--- config.mk ---
export PLATFORM = sky130hd
export DESIGN_NAME = fetch_unit_flat
export DESIGN_NICKNAME = d
export VERILOG_FILES = /design/src/rtl/fetch_unit_if.sv /design/src/rtl/fetch_unit.sv /design/src/flat_wrapper.sv
export SDC_FILE = /design/constraint.sdc
export NUM_CORES = 1
export LEC_CHECK = 0
export ABC_AREA = 1
export ABC_CLOCK_PERIOD_IN_PS = 1380
export BUFFER_PORTS_ARGS = -buffer_cell sky130_fd_sc_hd__buf_2
export CELL_PAD_IN_SITES_DETAIL_PLACEMENT = 0
export CELL_PAD_IN_SITES_GLOBAL_PLACEMENT = 1
export CORE_MARGIN = 4
export CORE_UTILIZATION = 32
export CTS_CLUSTER_SIZE = 16
export DETAILED_ROUTE_END_ITERATION = 8
export PLACE_DENSITY_LB_ADDON = 0.2
export SYNTH_ARGS = -nofsm -noshare
export SYNTH_HDL_FRONTEND = slang
export SYNTH_SLANG_ARGS = --single-unit
--- constraint.sdc ---
create_clock -name clk -period 1.38 [get_ports clk]
set_input_delay 0.276 -clock clk [delete_from_list [all_inputs] [get_ports clk]]
set_output_delay 0.276 -clock clk [all_outputs]
set_load 0.05 [all_outputs]
--- src/rtl/fetch_unit_if.sv ---
// Bundles the fetch unit's instruction-memory, decode and resolve signals.
// The master modport is the fetch unit itself; slave is its environment.
interface fetch_unit_if #(
  parameter int PC_W = 8
);
  logic            imem_req;
  logic [PC_W-1:0] imem_addr;
  logic            imem_ack;
  logic [23:0]     imem_data;
  logic            instr_valid;
  logic [23:0]     instr_out;
  logic [PC_W-1:0] instr_pc;
  logic            dec_ready;
  logic            resolve_valid;
  logic [1:0]      pc_cnt;
  logic            branch_taken;
  logic [PC_W-1:0] target;
  logic            halted;

  modport master (
    output imem_req, imem_addr, instr_valid, instr_out, instr_pc, halted,
    input  imem_ack, imem_data, dec_ready, resolve_valid, pc_cnt,
           branch_taken, target
  );

  modport slave (
    input  imem_req, imem_addr, instr_valid, instr_out, instr_pc, halted,
    output imem_ack, imem_data, dec_ready, resolve_valid, pc_cnt,
           branch_taken, target
  );
endinterface

--- src/rtl/fetch_unit.sv ---
// Single-issue instruction fetch unit: one instruction in flight, from the
// memory request until control resolves the next PC (seq/branch/jump/halt).
module fetch_unit #(
  parameter int              PC_W     = 8,
  parameter logic [PC_W-1:0] RESET_PC = '0
) (
  input  logic         clk,
  input  logic         rst,
  fetch_unit_if.master bus
);

  typedef enum logic [1:0] {
    FETCH    = 2'd0,
    HOLD     = 2'd1,
    WAIT_RES = 2'd2,
    HALT     = 2'd3
  } state_t;

  localparam logic [1:0] PC_SEQ    = 2'b00;
  localparam logic [1:0] PC_BRANCH = 2'b01;
  localparam logic [1:0] PC_JUMP   = 2'b10;

  state_t          state_q, state_d;
  logic [PC_W-1:0] pc_q, pc_d;
  logic [23:0]     instr_q, instr_d;
  logic [PC_W-1:0] ipc_q, ipc_d;
  logic            transfer;
  logic            resolveEn;
  logic [PC_W-1:0] nextPc;

  assign transfer  = (state_q == HOLD) && bus.dec_ready;
  // A resolve pulse counts in WAIT_RES, or together with the transfer itself.
  assign resolveEn = bus.resolve_valid && ((state_q == WAIT_RES) || transfer);

  always_comb begin
    nextPc = pc_q + 1'b1;
    unique case (bus.pc_cnt)
      PC_BRANCH: if (bus.branch_taken) nextPc = bus.target;
      PC_JUMP:   nextPc = bus.target;
      default:   nextPc = pc_q + 1'b1;
    endcase
  end

  always_comb begin
    state_d = state_q;
    pc_d    = pc_q;
    instr_d = instr_q;
    ipc_d   = ipc_q;
    unique case (state_q)
      FETCH: begin
        if (bus.imem_ack) begin
          instr_d = bus.imem_data;
          ipc_d   = pc_q;
          state_d = HOLD;
        end
      end
      HOLD: begin
        if (bus.dec_ready) state_d = WAIT_RES;
      end
      WAIT_RES: state_d = WAIT_RES;
      HALT:     state_d = HALT;
      default:  state_d = FETCH;
    endcase
    if (resolveEn) begin
      if (bus.pc_cnt == 2'b11) begin
        state_d = HALT;
      end else begin
        state_d = FETCH;
        pc_d    = nextPc;
      end
    end
  end

  always_ff @(posedge clk) begin
    if (rst) begin
      state_q <= FETCH;
      pc_q    <= RESET_PC;
      instr_q <= '0;
      ipc_q   <= '0;
    end else begin
      state_q <= state_d;
      pc_q    <= pc_d;
      instr_q <= instr_d;
      ipc_q   <= ipc_d;
    end
  end

  assign bus.imem_req    = (state_q == FETCH);
  assign bus.imem_addr   = pc_q;
  assign bus.instr_valid = (state_q == HOLD);
  assign bus.instr_out   = instr_q;
  assign bus.instr_pc    = ipc_q;
  assign bus.halted      = (state_q == HALT);

  // PC_SEQ names the default arm of the next-PC select above.
  logic unusedSeq;
  assign unusedSeq = ^PC_SEQ;

endmodule

--- src/flat_wrapper.sv ---
// flat-port wrapper written by rule: the top's interface ports become plain ports
module fetch_unit_flat 
#(
  parameter int              PC_W     = 8,
  parameter logic [PC_W-1:0] RESET_PC = '0
)
  (clk, rst, bus_imem_req, bus_imem_addr, bus_instr_valid, bus_instr_out, bus_instr_pc, bus_halted, bus_imem_ack, bus_imem_data, bus_dec_ready, bus_resolve_valid, bus_pc_cnt, bus_branch_taken, bus_target);
  fetch_unit_if #(.PC_W(PC_W)) bus_i ();
  input  logic clk;
  input  logic rst;
  output wire logic [$bits(bus_i.imem_req)-1:0] bus_imem_req;
  output wire logic [$bits(bus_i.imem_addr)-1:0] bus_imem_addr;
  output wire logic [$bits(bus_i.instr_valid)-1:0] bus_instr_valid;
  output wire logic [$bits(bus_i.instr_out)-1:0] bus_instr_out;
  output wire logic [$bits(bus_i.instr_pc)-1:0] bus_instr_pc;
  output wire logic [$bits(bus_i.halted)-1:0] bus_halted;
  input wire logic [$bits(bus_i.imem_ack)-1:0] bus_imem_ack;
  input wire logic [$bits(bus_i.imem_data)-1:0] bus_imem_data;
  input wire logic [$bits(bus_i.dec_ready)-1:0] bus_dec_ready;
  input wire logic [$bits(bus_i.resolve_valid)-1:0] bus_resolve_valid;
  input wire logic [$bits(bus_i.pc_cnt)-1:0] bus_pc_cnt;
  input wire logic [$bits(bus_i.branch_taken)-1:0] bus_branch_taken;
  input wire logic [$bits(bus_i.target)-1:0] bus_target;
  assign bus_imem_req = bus_i.imem_req;
  assign bus_imem_addr = bus_i.imem_addr;
  assign bus_instr_valid = bus_i.instr_valid;
  assign bus_instr_out = bus_i.instr_out;
  assign bus_instr_pc = bus_i.instr_pc;
  assign bus_halted = bus_i.halted;
  assign bus_i.imem_ack = bus_imem_ack;
  assign bus_i.imem_data = bus_imem_data;
  assign bus_i.dec_ready = bus_dec_ready;
  assign bus_i.resolve_valid = bus_resolve_valid;
  assign bus_i.pc_cnt = bus_pc_cnt;
  assign bus_i.branch_taken = bus_branch_taken;
  assign bus_i.target = bus_target;
  fetch_unit #(.PC_W(PC_W), .RESET_PC(RESET_PC)) u_core (.clk(clk), .rst(rst), .bus(bus_i));
endmodule
==> results of run 1 <==
[power by group through the flow]
| stage | logic, µW | clock network [µW] | registers [µW] |
|---|---|---|---|
| 2_1_floorplan | 1160 | 0 | 2830 |
| 3_3_place_gp | 2850 | 0 | 1770 |
| 3_5_place_dp | 2870 | 0 | 1780 |
| 4_1_cts | 2930 | 844 | 1760 |
| 5_1_grt | 3200 | 904 | 1800 |
| 6_report | 2930 | 811 | 1750 |
[repair_timing]
item | 4_1_cts | 5_1_grt
resized for setup | 8 | 4
hold buffers | 0 | 0
endpoints found under the setup margin | 3 | 13
gates cloned | 0 | 1
[registers in the layout (all words and copies together), names as in the netlist]
signal / count
u_core.bus.instr_out: 24
u_core.bus.imem_addr: 8
u_core.state_q: 2
u_core.bus.instr_pc: 8
[metrics by stage]
stage	power (µW)	instances	hold slack [ns]
after floorplan	3990	266	0.345
after global placement	4630	420	0.459
after detailed placement	4650	420	0.468
after CTS	5530	428	0.157
after global routing	5900	429	0.159
final	5490	429	0.159
[critical path: stages, from the launching register on]
cell and delay [ns]:
dfxtp_2 0.32, buf_4 0.14, ha_2 0.18, buf_6 0.15
[final timing paths]
kind	start	endpoint	slack, ns	depth (start not counted)
max	u_core.state_q[0]	bus_halted	0.03	3
min reg2reg	u_core.bus.instr_out[2]	u_core.bus.instr_out[2]	0.48	2
min	rst	u_core.state_q[0]	0.16	2
max reg2reg	u_core.state_q[1]	u_core.bus.imem_addr[5]	0.12	8
[kinds of logic after synthesis]
kind of cell               Yosys count
AOI/OAI and AO/OA                   57
and+or+nand+nor                    126
DFF                                 42
adders and majority gates            9
buffers and inverters               32
[cell type report]
type,count,share of cell area [%]
sequential,42,32.1
inverter,21,2.99
timing repair buffer,90,19.6
clock buffer,7,3.27
clock inverter,1,0.190
multi-input combinational,193,38.3
tap,75,3.56
[cell usage in the layout, fill, tap and decap left out, types with 9 or more instances in the layout]
master	synthesis	final
o21ai_0	25	25
nand2_1	46	46
a21oi_1	15	15
inv_1	19	18
dfxtp_1	42	37
nand3_1	11	11
o21ai_1	9	9
nor2_1	60	60
buf_2	5	78
[per-layer routing]
layer / GRT usage [%] / share of wire (%)
met5: 0 / 0
met3: 4.03 / 6.2
met1: 16.1 / 45
met2: 23.9 / 48
met4: 4.32 / 0.96
==> results by group, run 1 <==
Layout
  – Fillers: about 650
  – # nets final: about 400
  – FF+latch area: 847 µm²
  – Diode count: 0
  – Area grow syn2layout: 36.2%
  – Footprint of the multi-input gates: between 1000 and 1500 µm²
  – Share of cells above drive strength 1: a little over a third
  – Post-layout util: around 45%
  – Post-route cell area: approximately 2600 µm²

Global routing
  – Initial antenna violation count: 0
  – Number of global-route vias before repair: 1842
  – First-pass GRT wire length: slightly above 8000 µm
  – Grt ovf: 0
  – Largest net degree at the start of global routing: roughly 40
  – Total GRT Usage: 13.7%

Yosys
  – Synth Cell Area: 1940 µm²
  – Synth area leaders: dfxtp_1 (43%), nor2_1 (12%), nand2_1 (8.9%)
  – Synthesis-stage register bit count: 42
  – Cells after Synth: about 270
  – Count leader, synth: nor2_1
  – Synthesis Warnings: 0
  – Synth cell types: 21
  – Adder-cell share of the synthesized area: under 10%
  – Post-synthesis simple-gate area fraction: around 27%
  – Largest family of logic cells by synthesized area: simple AND/OR/NAND/NOR gates
  – Syn nets: about 320
  – Post-synth ARST share: 0%
  – Synth top cells by count: nor2_1 (60), nand2_1 (46), dfxtp_1 (42)
  – Synth top area share: a little over two fifths
  – Post-synth top area cell: dfxtp_1
  – Post-synth EDFFs: 0
  – Mux cell area share after synthesis: 0%
  – Synth Area in Compound Gates: around 17%
  – Post-synthesis average cell area: about 7.3 µm²
  – Register area share after synthesis: a little over two fifths
  – Synth Area in XOR/XNOR: 0%
  – Top FF cell, synth: dfxtp_1

STA
  – Final count of hold timing violations: 0
  – RSZ-0062 raised after global routing: true
  – Fin. max-slew vios: 0
  – Total Neg Setup Slack: 0 ns
  – Fmax: between 700 and 800 MHz
  – Final Skew: around 0.004 ns
  – Finish-stage setup viols: 0
  – Fin crit share: ~98%
  – Slew HR: 80.9%
  – PnR worst setup slack: 0.0303 ns
  – Worst slew pin tran: 0.285 ns
  – Crit path time final: ~1.3 ns

Route
  – Final wirelength: ~5000 µm
  – Antenna Nets Post-Route: 0
  – Routed WL per cell: between 10 and 15 µm
  – DRC Markers: 0
  – First-pass iteration count of the detailed router: 4
  – Via count: roughly 1900
  – Initial drt markers: 30
  – Vias per cell: 4.47

Floorplan
  – Die ar.: approximately 7400 µm²
  – Initial Util: between 30% and 40%
  – Num rows: 28
  – Core area: approximately 5900 µm²
  – Die W: roughly 86 µm
  – I/O pins: between 80 and 90
  – Die H: roughly 86 µm

Critical path
  – Worst EP arrival: 1.07 ns
  – Worst Path Required: about 1.1 ns
  – Crit path max fanout: 3
  – Kind of critical path: reg2out
  – Worst setup SP type: flip-flop
  – Worst Setup End Kind: primary output

Flow run
  – Max-Cap Viols: 0

Placement
  – Worst slack, placed: -0.0551 ns
  – GPL Wtd Cong: ~0.75
  – Port Buffers: about 80
  – DP Wirelength: 3720 µm
  – DP Area: about 2500 µm²

Power and ir drop
  – Clk pwr share: 14.8%
  – Switch share: roughly half
  – Sequential share of power: 31.9%
  – Internal: 2770 µW
  – Cell area power density: roughly 2100 nW/µm²
  – Max VDD drop: 0.000932 V
  – Comb power frac: 53.4%
  – Switching pwr: between 2000 and 3000 µW
  – Leakage: ~0.0014 µW

Run status
  – Status: finished clean

Clock tree
  – Htree depth: 2
  – Setup Fix Bufs, Post-CTS: 0
  – Later-pin clock latency in the skew report: approximately 0.29 ns
  – Sink Count: 42
  – Inserted Clock Buffers: 5
  – Clock root cell: clkbuf_8
  – Clk slew on worst S/H paths: 0.08 ns
  – CTS max path bufs: 2
  – CTS tree: built

Worst hold path
  – HP Class: in2reg
(Power assumes the default switching activity.)
==> run 2: changes to the inputs <==
Settings changed: CORE_ASPECT_RATIO set to 1.75, SKIP_CTS_REPAIR_TIMING set to 1.
==> run 2 against run 1 <==
Net effect: sequential cell count unchanged; design area up 3.3%; register-to-register slack worse by 0.02 ns; critical path depth unchanged; count of clock-buffer cells in the layout unchanged; worst setup slack better by 0.00080 ns; via count up 1.3%; combinational power up 5%; critical path type unchanged; largest power group unchanged.
==> results by group, run 2 (synthesized netlist as in run 1, its figures left out) <==
Worst hold path
  – Hold Path Origin: rst (unchanged)
  – HP Class: in2reg (unchanged)
  – Hold endpoint: u_core.state_q[1] (was u_core.state_q[0])
  – Worst hold path depth: 2 (unchanged)

Route
  – Via count: 1944 (was 1919)
  – Vias per cell: 4.46 (was 4.47)
  – Routed WL per cell: 12.4 µm (was 11.6 µm)
  – Antenna Nets Post-Route: 0 (unchanged)
  – First-pass iteration count of the detailed router: 4 (unchanged)
  – Initial drt markers: 72 (was 30)
  – DRC Markers: 0 (unchanged)
  – Final wirelength: 5390 µm (was 4990 µm)

Layout
  – Max reg flops: 24 (unchanged)
  – Share of cells above drive strength 1: 36.9% (was 34.7%)
  – Diode count: 0 (unchanged)
  – Fillers: 662 (was 654)
  – Area grow syn2layout: 40.7% (was 36.2%)
  – Most common cell after layout, fill and taps aside: buf_2 (unchanged)
  – Post-route cell area: 2720 µm² (was 2640 µm²)
  – Layout Cells excl Fill: 436 (was 429)
  – # nets final: 407 (was 402)
  – Commonest non-fill, non-tap cells in the layout: buf_2 (78), nor2_1 (60), nand2_1 (42) (was buf_2 (78), nor2_1 (60), nand2_1 (46))

Floorplan
  – I/O pins: 83 (unchanged)
  – Initial Util: 32.9% (about the same)
  – Core area: 5880 µm² (was 5890 µm²)
  – Die ar.: 7410 µm² (was 7360 µm²)
  – Die H: 111 µm (was 85.8 µm)
  – Num rows: 37 (was 28)
  – Die W: 66.8 µm (was 85.8 µm)

Critical path
  – Worst EP arrival: 1.07 ns (about the same)
  – Crit path max fanout: 3 (unchanged)
  – Worst setup SP type: flip-flop (unchanged)
  – R2r startpoint: u_core.state_q[0] (was u_core.state_q[1])
  – Kind of critical path: reg2out (unchanged)
  – Reg2reg end: u_core.bus.imem_addr[1] (was u_core.bus.imem_addr[5])
  – Worst Path Required: 1.10 ns (about the same)
  – Worst Setup End Kind: primary output (unchanged)
  – Reg-to-reg slack, setup: 0.10 ns (was 0.12 ns)
  – Reg2Reg Depth: 7 (was 8)

Clock tree
  – CTS tree: built (unchanged)
  – Htree depth: 2 (unchanged)
  – Clock root cell: clkbuf_8 (unchanged)
  – Inserted Clock Buffers: 5 (unchanged)
  – Later-pin clock latency in the skew report: 0.30 ns (was 0.29 ns)
  – CTS max path bufs: 2 (unchanged)
  – Sink Count: 42 (unchanged)
  – Clk slew on worst S/H paths: 0.07 ns (was 0.08 ns)

Power and ir drop
  – Internal: 2810 µW (was 2770 µW)
  – Leakage: 0.00139 µW (was 0.00136 µW)
  – Switch share: 50.1% (was 49.6%)
  – Clk pwr share: 13.5% (was 14.8%)
  – Sequential share of power: 31.7% (was 31.9%)
  – Switching pwr: 2820 µW (was 2720 µW)
  – Cell area power density: 2070 nW/µm² (was 2080 nW/µm²)
  – Comb power frac: 54.8% (was 53.4%)
  – Max VDD drop: 0.00105 V (was 0.000932 V)

Placement
  – DP Wirelength: 3860 µm (was 3720 µm)
  – GPL Wtd Cong: 0.727 (was 0.754)
  – Port Buffers: 82 (unchanged)
  – Worst slack, placed: -0.0862 ns (was -0.0551 ns)
  – Inst Count DP: 426 (was 420)
  – DP Area: 2520 µm² (was 2500 µm²)

STA
  – Finish-stage setup viols: 0 (unchanged)
  – Fmax: 741 MHz (about the same)
  – Total Neg Setup Slack: 0 ns (unchanged)
  – Slew HR: 79.6% (was 80.9%)
  – Worst hold slack: 0.156 ns (was 0.159 ns)
  – Crit path time final: 1.35 ns (about the same)
  – Final Skew: 0.00795 ns (was 0.00397 ns)
  – RSZ-0062 raised after global routing: true (unchanged)
  – Final count of hold timing violations: 0 (unchanged)
  – Fin. max-slew vios: 0 (unchanged)
  – PnR worst setup slack: 0.0311 ns (was 0.0303 ns)
  – Fin crit share: 97.7% (was 97.8%)
  – Worst slew pin tran: 0.305 ns (was 0.285 ns)

Global routing
  – First-pass GRT wire length: 8510 µm (was 8210 µm)
  – Largest net degree at the start of global routing: 23 (was 41)
  – Number of global-route vias before repair: 1832 (was 1842)
  – Grt ovf: 0 (unchanged)
  – Initial antenna violation count: 0 (unchanged)
  – Total GRT Usage: 14.8% (was 13.7%)

Run status
  – Status: finished clean (unchanged)

Flow run
  – Max-Cap Viols: 0 (unchanged)
run 2: changes by cell type in the layout (fill, tap and decap cells not counted), moves of 2 or more:
cell     delta
nand2_2     +3
buf_8       +2
nand2_1     -4
buf_4       +2
run 2: routing by layer:
metal / track usage, % / share of wire [%]
met5: 0 / 0
met4: 6.11 / 1.8
met3: 4.36 / 6.1
met2: 25.6 / 53
met1: 16.2 / 39
run 2: worst max-delay path, stage by stage, from the launching register on:
cell and delay, ns:
dfxtp_2 0.34, buf_6 0.12, ha_4 0.17, buf_8 0.14
run 2: cell type report:
cell class | count | area, µm² | share of cell area (%)
Clock buffer | 7 | 76.3 | 2.80
Inverter | 21 | 81.3 | 2.99
Multi-Input combinational cell | 195 | 1070 | 39.2
Sequential cell | 42 | 850 | 31.2
Tap cell | 78 | 97.6 | 3.58
Timing Repair Buffer | 93 | 551 | 20.2
run 2: how the worst max path moves through the flow:
stage                      startpoint                       to  cells after the start
floorplan           u_core.state_q[1]  u_core.bus.imem_addr[0]                      8
global placement        bus_pc_cnt[0]  u_core.bus.imem_addr[2]                      9
detailed placement      bus_pc_cnt[0]  u_core.bus.imem_addr[2]                      9
CTS                 u_core.state_q[0]             bus_imem_req                      3
global route        u_core.state_q[0]          bus_instr_valid                      3
finish              u_core.state_q[0]          bus_instr_valid                      3
run 2: stage by stage:
| step | power, µW | utilization (%) |
|---|---|---|
| 2_1_floorplan | 3990 | - |
| 3_3_place_gp | 4660 | 42.9 |
| 3_5_place_dp | 4690 | 42.9 |
| 4_1_cts | 5470 | 44.2 |
| 5_1_grt | 6040 | 46.3 |
| 6_report | 5630 | 46.3 |
run 2: power by group through the flow:
stage / Sequential [µW] / Combinational, µW / Clock (µW)
after global routing: 1840 / 3350 / 849
after floorplan: 2830 / 1160 / 0
after detailed placement: 1790 / 2900 / 0
after CTS: 1760 / 2910 / 799
final: 1790 / 3090 / 760
after global placement: 1780 / 2880 / 0
